[src/rtl/mac_feeder.sv]
// rtl/mac_feeder.sv - operand sequencer driving skewed, zero-padded A/B streams into an NxN systolic MAC array
// Optional stall support is compiled in with MAC_FEEDER_STALL_EN.
module mac_feeder #(
  parameter int N     = 4,
  parameter int K_MAX = 16
) (
  input  logic                       CLK,
  input  logic                       RSTN,
  input  logic                       ld_valid,
  input  logic                       ld_sel,
  input  logic [$clog2(N)-1:0]       ld_idx,
  input  logic [$clog2(K_MAX)-1:0]   ld_k,
  input  logic [3:0]                 ld_data,
  output logic                       ld_ready,
  input  logic                       start,
  input  logic [$clog2(K_MAX):0]     k_len,
  input  logic                       stall,
  output logic [4*N-1:0]             a_edge,
  output logic [4*N-1:0]             b_edge,
  output logic                       mac_en,
  output logic                       mac_upd,
  output logic                       mac_clr,
  output logic                       busy,
  output logic                       run_done,
  output logic                       start_err
);

  localparam int KW = $clog2(K_MAX);
  localparam int CW = $clog2(K_MAX + 2*N);

  typedef enum logic [1:0] {IDLE, CLEAR, RUN, DONE} state_t;

  state_t          state;
  logic [3:0]      a_buf [N][K_MAX];
  logic [3:0]      b_buf [N][K_MAX];
  logic [KW:0]     k_reg;
  logic [CW-1:0]   c;
  logic [CW-1:0]   c_nxt;
  logic [CW-1:0]   last_c;
  logic [4*N-1:0]  a_nxt;
  logic [4*N-1:0]  b_nxt;
  logic            start_ok;

`ifndef MAC_FEEDER_STALL_EN
  logic unused_stall;
  assign unused_stall = stall;
`endif

  assign start_ok = (k_len != '0) && (k_len <= (KW+1)'(K_MAX));
  assign c_nxt    = (state == RUN) ? c + 1'b1 : '0;
  assign last_c   = CW'(k_reg) + CW'(2*N - 3);

  // Edge lane i carries element k = c - i; outside 0..K-1 it is padded with zero.
  always_comb begin
    a_nxt = '0;
    b_nxt = '0;
    for (int i = 0; i < N; i++) begin
      logic [CW-1:0] d;
      d = c_nxt - CW'(i);
      if ((c_nxt >= CW'(i)) && (d < CW'(k_reg))) begin
        a_nxt[4*i +: 4] = a_buf[i][d[KW-1:0]];
        b_nxt[4*i +: 4] = b_buf[i][d[KW-1:0]];
      end
    end
  end

  always_ff @(posedge CLK or negedge RSTN) begin
    if (!RSTN) begin
      for (int i = 0; i < N; i++) begin
        for (int k = 0; k < K_MAX; k++) begin
          a_buf[i][k] <= '0;
          b_buf[i][k] <= '0;
        end
      end
    end else if (ld_valid && (state == IDLE)) begin
      if (ld_sel) b_buf[ld_idx][ld_k] <= ld_data;
      else        a_buf[ld_idx][ld_k] <= ld_data;
    end
  end

  always_ff @(posedge CLK or negedge RSTN) begin
    if (!RSTN) begin
      state     <= IDLE;
      k_reg     <= '0;
      c         <= '0;
      a_edge    <= '0;
      b_edge    <= '0;
      mac_en    <= 1'b0;
      mac_upd   <= 1'b0;
      mac_clr   <= 1'b0;
      busy      <= 1'b0;
      run_done  <= 1'b0;
      start_err <= 1'b0;
      ld_ready  <= 1'b1;
    end else begin
      start_err <= 1'b0;
      case (state)
        IDLE: begin
          if (start) begin
            if (start_ok) begin
              k_reg    <= k_len;
              state    <= CLEAR;
              busy     <= 1'b1;
              ld_ready <= 1'b0;
              mac_clr  <= 1'b1;
              mac_en   <= 1'b1;
              mac_upd  <= 1'b1;
            end else begin
              start_err <= 1'b1;
            end
          end
        end
        CLEAR: begin
          state   <= RUN;
          c       <= c_nxt;
          a_edge  <= a_nxt;
          b_edge  <= b_nxt;
          mac_clr <= 1'b0;
        end
        RUN: begin
`ifdef MAC_FEEDER_STALL_EN
          // Gating enable freezes the array while the held edges wait.
          if (stall) begin
            mac_en  <= 1'b0;
            mac_upd <= 1'b0;
          end else
`endif
          if (c == last_c) begin
            state    <= DONE;
            run_done <= 1'b1;
            a_edge   <= '0;
            b_edge   <= '0;
            mac_en   <= 1'b0;
            mac_upd  <= 1'b0;
          end else begin
            c       <= c_nxt;
            a_edge  <= a_nxt;
            b_edge  <= b_nxt;
            mac_en  <= 1'b1;
            mac_upd <= 1'b1;
          end
        end
        DONE: begin
          state    <= IDLE;
          run_done <= 1'b0;
          busy     <= 1'b0;
          ld_ready <= 1'b1;
          c        <= '0;
        end
        default: state <= IDLE;
      endcase
    end
  end

endmodule

[config.mk]
export PLATFORM = sky130hd
export DESIGN_NAME = mac_feeder
export DESIGN_NICKNAME = d
export VERILOG_FILES = /design/src/rtl/mac_feeder.sv
export SDC_FILE = /design/constraint.sdc
export NUM_CORES = 1
export LEC_CHECK = 0
export ABC_AREA = 1
export CAP_MARGIN = 20
export CORE_AREA = 2 2 281 283
export CTS_CLUSTER_SIZE = 14
export DETAILED_ROUTE_END_ITERATION = 6
export DIE_AREA = 0 0 283 285
export PLACE_DENSITY = 0.58
export RECOVER_POWER = 25
export REMOVE_ABC_BUFFERS = 1
export SLEW_MARGIN = 20
export SYNTH_ARGS = -nofsm -noshare
export SYNTH_HDL_FRONTEND = slang
export SYNTH_SLANG_ARGS = --single-unit
[constraint.sdc]
create_clock -name CLK -period 3.2 [get_ports CLK]
set_input_delay 0.96 -clock CLK [delete_from_list [all_inputs] [get_ports CLK]]
set_output_delay 0.96 -clock CLK [all_outputs]
set_load 0.01 [all_outputs]
# == Word level (Yosys, flattened, before mapping) ==
# Index checks and enable logic that the tools add are counted.
# totals
rom_bits,0
latch_bits,0
register_bits,562
ramBits,0
n_memories,0
inputBits,21
# classes
mux,63
n_eq_ne,8
shifts,0
bitwise,7
reduce_logical,25
n_lt_le_gt_ge,17
multipliers,0
div,0
add_sub_neg,5
# op_table
op,count
256-bit bitwise mux,2
4-bit binary-select mux with 4-bit select,8
64-bit demux with 2-bit select,1
4-bit 2-to-1 mux,25
64-bit 2-to-1 mux,1
16-bit case mux with 2 select lines,2
16-bit 2-to-1 mux,2
"5-bit >= comparator, second input constant",5
4-bit inverter with 5-bit output,5
5-bit < comparator,4
4-bit demux with 4-bit select,1
5-bit case mux with 3 select lines,1
3-bit AND reduction,5
"5-bit by 1-bit >= comparator with 1-bit output, second input constant",2
"5-bit by 2-bit >= comparator with 1-bit output, second input constant",2
5-bit 2-to-1 mux,2
1-bit case mux with 2 select lines,5
2-bit nonzero test,5
"5-bit by 2-bit subtractor with 5-bit output, second input constant",2
1-bit 2-to-1 mux,9
1-bit logical AND,8
2-bit case mux with 4 select lines,1
2-bit AND reduction,4
2-bit 2-to-1 mux,3
17 further kinds,20

# == Longest topological paths before layout ==
# Gate-level depths: netlist of the first run.
# depth
word_depth,10
mapped_depth,23
ltp_nobuf,21

# == Worst setup path before layout of the first run ==
# Ideal clock, no wire load.
# synth_timing
kind,reg-to-reg
startpoint,register state[0]
endpoint,register a_edge[10]
t_arrival_ps,3149
path_slack_ps,-15
path_stages_with_launch,20
cell_sequence,dfrtp_1 > inv_1 > ha_1 > buf_4 > nand3_2 > buf_2 > buf_2 > ha_1 > clkbuf_1 > inv_1 > clkbuf_1 > ha_1 > nand2_1 > inv_1 > o21ai_0 > nand3_1 > o21bai_1 > nor2_2 > nand2_1 > nand2_1
# synth_via
elab_chain_cells,10
elab_cells_between_ends,15
classes_between,add/sub (1); order compare (2); eq/ne (2); mux (7); bitwise (1); reduce/logical (2)
# synth_lines
item,line,text
start: declaration,33,state_t state;
start signal: assignment,83,state <= IDLE;
start signal: assignment,102,state <= CLEAR;
start signal: assignment,114,state <= RUN;
2-bit equality test,"50, 97",
5-bit 2-to-1 mux,50,assign c_nxt = (state == RUN) ? c + 1'b1 : '0;
5-bit by 2-bit subtractor with 5-bit output,59,d = c_nxt - CW'(i);
4-bit inverter with 5-bit output (not written as such),61,a_nxt[4*i +: 4] = a_buf[i][d[KW-1:0]];
4-bit binary-select mux with 4-bit select,61,
4-bit 2-to-1 mux (not written as such) (2 in a row),61,
4-bit 2-to-1 mux,60,if ((c_nxt >= CW'(i)) && (d < CW'(k_reg))) begin
16-bit 2-to-1 mux,128,if (c == last_c) begin
16-bit case mux with 2 select lines,97,case (state)
end signal: assignment,116,a_edge <= a_nxt;
end signal: assignment,137,a_edge <= a_nxt;
end: declaration,18,"output logic [4*N-1:0] a_edge,"
# Several ways; a longest one is shown, not always the timed one. The select of a mux whose other input is x is not followed.
# A chain may end at the register's enable or synchronous reset.

# == Worst setup path after layout of the first run ==
# layout_timing
startpoint,register state[0]
endpoint,register b_edge[14]
# layout_via
elab_chain_cells,10
elab_cells_between_ends,15
classes_between,add/sub (1); order compare (2); eq/ne (2); mux (7); bitwise (1); reduce/logical (2)
# layout_lines
item,line,text
2-bit equality test,"50, 97",
5-bit 2-to-1 mux,50,
5-bit by 2-bit subtractor with 5-bit output,59,
4-bit inverter with 5-bit output (not written as such),62,b_nxt[4*i +: 4] = b_buf[i][d[KW-1:0]];
4-bit binary-select mux with 4-bit select,62,
4-bit 2-to-1 mux (not written as such) (2 in a row),62,
4-bit 2-to-1 mux,60,
16-bit 2-to-1 mux,128,
16-bit case mux with 2 select lines,97,
end signal: assignment,117,b_edge <= b_nxt;
end signal: assignment,138,b_edge <= b_nxt;
end: declaration,19,"output logic [4*N-1:0] b_edge,"
# Several ways; a longest one is shown, not always the timed one. The select of a mux whose other input is x is not followed.

==> flow_summary.json, run 1 <==
{
  "status": "complete, but fails checks",
  "violations": "max-capacitance violations, max-slew violations",
  "hold_ws_ns": 0.480,
  "fin_worst_skew_ns": 0.0215,
  "grt_first_pass_wirelength_um": 128000,
  "min_period_ns": 2.93,
  "synth_cell_types": 36,
  "cts_root_buf": "clkbuf_16",
  "start_util": 0.345,
  "busiest_layer": "met2",
  "synth.top_cell.area_share": 0.522,
  "ys_seq_area_frac": 0.523,
  "numPortBuffers": 58,
  "r2r-end": "b_edge[14]",
  "tightest_slew_ns": 1.78,
  "crit_end": "b_edge[14]",
  "gr-total-overflow": 0,
  "critPathMostFrequentCell": "nand2_1",
  "grt_pass1_vias": 22414,
  "clock.fmax_ghz": 0.342,
  "p_leak_nw": 14.2,
  "cts.sinks": 562,
  "critPathTopFamily": "simple AND/OR/NAND/NOR gates",
  "synth_area_sq_um": 26900,
  "rrSetupSlack_ns": 0.27,
  "wl_per_cell_um": 17.4,
  "maxCapViolCount": 1,
  "die_h_um": 285,
  "fin_tns_setup_ns": 0,
  "antenna_left": 0,
  "synth-main-ff-cell": "dfrtp_1",
  "cts_tree": "done",
  "via_per_inst": 5.01,
  "cts_setup_buffers": 0,
  "h-tree-depth": 3,
  "p_per_area_nw_per_um2": 748,
  "rsz0062_at_grt": "false",
  "syn_area_per_cell_sq_um": 7.77,
  "synth_async_sr_flop_share": 1.00,
  "drive_above_1_share": 0.0684,
  "syn2layout_area_growth_pct": 15.9,
  "path_clk_slew_ns": 0.06,
  "critPathArrivalTime_ns": 3.47,
  "irDropWorstVdd_mv": 0.781,
  "drt_iter0_drc": 1989,
  "startpoint_type": "flop",
  "synth.most_common_cell": "nand2_1",
  "clock_path_buffers": 3,
  "min_path_type": "reg -> reg",
  "synthTopCellsByArea": "dfrtp_1 52%, nand2_1 19%, o21ai_0 9.8%",
  "ff2ff_path_depth": 18,
  "final-setup-viol-count": 0,
  "drc": 0,
  "rows": 103,
  "final_util": 0.400,
  "track_usage": 0.199,
  "crit_cells": 18,
  "worst_skew_pair.late_latency_ns": 0.60,
  "synth_area_leader_cell": "dfrtp_1",
  "cts_buffers": 66,
  "cpMaxStageDelayCell": "dfrtp_1",
  "path_cells": "inv_1, ha_2, nand3_2, ha_1, nand2_1, nand2_1, inv_1, nand2_1, nand2_2, inv_1, ha_1, nand2_1, inv_1, nand4_1, o211ai_1, a21oi_4, nand3_1, nand2_1",
  "crit_required_ns": 3.74,
  "crit_buf_inv": 4,
  "fp.coreArea_sq_um": 78000,
  "synth_top_cells_by_count": "1354 x nand2_1, 561 x dfrtp_1, 529 x o21ai_0",
  "slowest_delay_ns": 0.41,
  "setup_ws_ns": 0.272,
  "hpwl_um": 49100,
  "top_regs": "a_buf x256, b_buf x256",
  "worst-setup-path-type": "reg -> reg",
  "max-slew-margin-rel": -0.188,
  "netlist_instances": 3461,
  "fin_crit_sh": 0.915,
  "maxSlewViolCount": 61,
  "via_count": 23058,
  "finalNetCount": 3556,
  "die_area_sq_um": 80700,
  "cp-end-kind": "flop",
  "r2r-start": "state[0]",
  "wirelength_um": 80000,
  "use_met1": 0.276,
  "dr.pass1.iters": 6,
  "grt_util_met3": 0.0322,
  "die_x_um": 283,
  "startpoint": "state[0]",
  "finalHoldViolCount": 0,
  "pin_count": 60,
  "pre_cts_slack_ns": 0.128,
  "critPathMaxFanout": 9,
  "gp_congestion": 0.832,
  "antenna_found_initial": 1,
  "synth_edf_count": 0,
  "grt_start_max_net_pins": 168,
  "yosysWarnings": 0,
  "ys_ff_latch": 562,
  "grt_use_met2": 0.325
}
[layer usage]
layer	part of all wire	wire (um)
met1	0.46	36900
met2	0.47	37200
met3	0.052	4170
met4	0.022	1730
met5	0	0
[layout make-up]
class / count / area, sq um
diodes: 1 / 2.50
clock buffers: 103 / 2040
clock inverters: 13 / 115
fillers: 7981 / 46800
inverters: 137 / 524
multi-input cells: 2571 / 11400
flip-flops and latches: 562 / 14100
well taps: 1050 / 1310
repair buffers: 168 / 1690
[worst min-delay path by stage]
stage / start / endpoint / slack (ns) / cells past startpoint
2_1_floorplan: a_buf[107] / a_buf[107] / 0.45 / 2
3_3_place_gp: a_buf[235] / a_buf[235] / 0.46 / 2
3_5_place_dp: b_edge[6] / b_edge[6] / 0.47 / 2
4_1_cts: RSTN / b_buf[188] / 0.36 / 1
5_1_grt: a_buf[125] / a_buf[125] / 0.50 / 2
6_report: a_edge[6] / a_edge[6] / 0.48 / 2
[report_power, final]
part / leakage (nW) / switching, mW / internal, mW
combinational: 5.40 / 5.26 / 2.46
clock: 1.06 / 2.99 / 4.45
sequential: 7.76 / 0.394 / 7.77
total: 14.2 / 8.65 / 14.7
[through the flow]
| step | std cells | total power [mW] | instance area (sq um) |
|---|---|---|---|
| 2_1_floorplan | 3270 | 12.8 | 26000 |
| 3_3_place_gp | 4488 | 16.0 | 29200 |
| 3_5_place_dp | 4488 | 16.0 | 29200 |
| 4_1_cts | 4604 | 23.5 | 31300 |
| 5_1_grt | 4605 | 24.8 | 31200 |
| 6_report | 4605 | 23.3 | 31200 |
[cells by family after synthesis]
| group | count (synthesis) | share of synthesized area |
|---|---|---|
| and+or+nand+nor | 1915 | 0.291 |
| DFF | 562 | 0.523 |
| adders and majority gates | 29 | 0.0135 |
| buffers and inverters | 328 | 0.0538 |
| AOI/OAI and AO/OA | 620 | 0.117 |
| xor gates and xnor gates | 7 | 0.00228 |
[tightest hold or removal path, cell delays in order (launching register included)]
cell     delay (ns)
dfrtp_1        0.34
nand2_1        0.05
nand2_1        0.05
[layout by cell type (no fill, tap or decap), types with 2 or more instances in the layout]
cell             instances
nand2_1               1353
dfrtp_1                561
o21ai_0                529
nand3_1                420
inv_1                  125
nor2_1                 107
clkbuf_16               70
buf_4                   70
clkdlybuf4s50_1         57
a21oi_1                 39
o21ai_1                 38
ha_1                    27
buf_12                  26
clkbuf_1                24
clkbuf_8                16
nor2_2                  12
o211ai_1                 8
inv_2                    7
clkinv_2                 7
nand4_1                  5
nand2_2                  5
xor2_1                   5
clkbuf_2                 5
inv_4                    4
clkinv_4                 3
clkbuf_4                 3
nand3_2                  2
nand2_4                  2
or2_1                    2
nor2_4                   2
nor3_1                   2
xnor2_1                  2
ha_2                     2
[repair_timing]
action                     in CTS  in global routing
gates resized for setup         0                  1
hold buffers                    0                  0
setup endpoints to repair       0                 23
Note: power is estimated with default switching activity, not from simulation.
==> inputs of run 2 (changes only) <==
Settings changed: SKIP_CTS_REPAIR_TIMING from default to 1.
==> results of run 2 <==
The final DEF is identical to that of run 1; final timing and power are the same.
==> inputs of run 3 (changes only) <==
Settings changed: REMOVE_ABC_BUFFERS 1 to default.
==> run 3 against run 2 <==
Effect of this change: the run still ends with max-capacitance violations, max-slew violations left; first-iteration DRC count increased by 0.40%; die area unchanged; setup slack got worse by 0.076 ns; clock power increased by 5.6%; clock skew increased by 0.0047 ns; register-to-register slack got worse by 0.08 ns; clock-buffer cell count decreased by 7; routed wire length about the same.
==> flow_summary.json, run 3 (synthesized netlist as in run 1, its figures left out) <==
{
  "syn2layout_area_growth_pct": 16.1,
  "die_area_sq_um": 80700,
  "finalHoldViolCount": 0,
  "antenna_found_initial": 0,
  "drive_above_1_share": 0.0675,
  "cp-end-kind": "flop",
  "rsz0062_at_grt": "false",
  "track_usage": 0.199,
  "synth_nets": 3511,
  "start_util": 0.345,
  "r2r-end": "a_edge[6]",
  "critPathMaxFanout": 32,
  "layout_common_cells": "1353 x nand2_1, 560 x dfrtp_1, 529 x o21ai_0, 420 x nand3_1, 125 x inv_1",
  "placedCellCount": 4473,
  "cts_root_buf": "clkbuf_16",
  "drc": 0,
  "wl_per_cell_um": 17.4,
  "top_regs": "a_buf x256, b_buf x256",
  "rows": 103,
  "crit_end": "a_edge[6]",
  "ff2ff_path_depth": 13,
  "via_count": 23065,
  "p_leak_nw": 14.2,
  "h-tree-depth": 3,
  "antenna_left": 0,
  "max-slew-margin-rel": -0.828,
  "irDropWorstVdd_mv": 0.523,
  "fin_crit_sh": 0.939,
  "final_util": 0.401,
  "final_cells": 4590,
  "final-setup-viol-count": 0,
  "numPortBuffers": 58,
  "status": "complete, but fails checks",
  "finalNetCount": 3542,
  "via_per_inst": 5.03,
  "die_x_um": 283,
  "dr.pass1.iters": 5,
  "worst_skew_pair.late_latency_ns": 0.60,
  "min_period_ns": 3.00,
  "min_path_type": "reg -> reg",
  "gr-total-overflow": 0,
  "drt_iter0_drc": 1997,
  "n_fill_cell": 7960,
  "hpwl_um": 49300,
  "tightest_slew_ns": 2.74,
  "p_per_area_nw_per_um2": 763,
  "violations": "max-capacitance violations, max-slew violations",
  "crit_required_ns": 3.69,
  "startpoint": "state[0]",
  "worst-setup-path-type": "reg -> reg",
  "hp-start": "a_buf[199]",
  "clock.fmax_ghz": 0.333,
  "fp.coreArea_sq_um": 78000,
  "hold_ws_ns": 0.478,
  "fin_tns_setup_ns": 0,
  "grt_pass1_vias": 22287,
  "cts_buffers": 66,
  "wirelength_um": 80000,
  "maxSlewViolCount": 29,
  "critPathArrivalTime_ns": 3.50,
  "fin_worst_skew_ns": 0.0262,
  "gp_congestion": 0.827,
  "n_antenna_cell": 0,
  "grt_first_pass_wirelength_um": 128000,
  "startpoint_type": "flop",
  "cts_tree": "done",
  "cts.sinks": 562,
  "die_h_um": 285,
  "rrSetupSlack_ns": 0.20,
  "grt_start_max_net_pins": 101,
  "path_clk_slew_ns": 0.06,
  "r2r-start": "state[0]",
  "clock_path_buffers": 3,
  "final_common_cell": "nand2_1",
  "maxCapViolCount": 1,
  "pin_count": 60
}
run 3: cell types whose count changed in the layout (fill, tap and decap cells not counted), sizes merged:
cell / before / now
inv: 136 / 137
bufinv: 1 / 7
clkbuf: 118 / 99
diode: 1 / 0
buf: 96 / 94
run 3: worst max-delay path, stage by stage, from the launching register on:
cell,delay (ns)
dfrtp_1,0.40
inv_1,0.11
ha_2,0.34
buf_4,0.20
nand2_8,0.17
ha_2,0.46
buf_4,0.42
nand3_1,0.15
nand3_1,0.14
nand2_1,0.08
nor2_1,0.15
nor2_1,0.11
nand2_1,0.08
nand2_1,0.05
run 3: per-stage QoR:
| stage | setup WS [ns] | total power [mW] | cell area, sq um |
|---|---|---|---|
| after floorplan | 0.0437 | 13.3 | 26900 |
| after global placement | 0.0356 | 16.0 | 29000 |
| after detailed placement | -0.0124 | 16.1 | 29000 |
| after CTS | -0.0404 | 24.0 | 31200 |
| after global routing | 0.0125 | 25.3 | 31200 |
| final | 0.196 | 23.8 | 31200 |
run 3: layer usage:
| metal | wire length (um) | vias up | GRT usage |
|---|---|---|---|
| met1 | 38700 | 11016 | 0.293 |
| met5 | 0 | - | 0 |
| li1 | - | 11335 | - |
| met2 | 34700 | 601 | 0.302 |
| met4 | 1780 | 0 | 0.0549 |
| met3 | 4810 | 113 | 0.0346 |
run 3: how the worst min path moves through the flow:
stage                       endpoint  slack [ns]  depth (start not counted)
after global routing      a_buf[180]        0.49                          2
after detailed placement   b_edge[6]        0.47                          2
after floorplan           a_buf[107]        0.45                          2
after global placement     a_buf[95]        0.46                          2
final                     a_buf[199]        0.48                          2
after CTS                 b_buf[191]        0.24                          1
run 3: final cells by class:
type / instances / area (sq um) / share of cell area
Clock buffer: 96 / 1970 / 0.0630
Timing Repair Buffer: 154 / 1640 / 0.0526
Sequential cell: 562 / 14100 / 0.450
Inverter: 137 / 524 / 0.0168
Multi-Input combinational cell: 2571 / 11400 / 0.366
Tap cell: 1050 / 1310 / 0.0421
Clock inverter: 20 / 285 / 0.00913
run 3: report_power, final:
group          internal (mW)  leakage [nW]  total, mW  switching (mW)
logic                   2.41          5.37       7.81            5.40
registers               7.77          7.76       8.16           0.388
clock network           4.83          1.11       7.87            3.05
total                   15.0          14.2       23.8            8.84
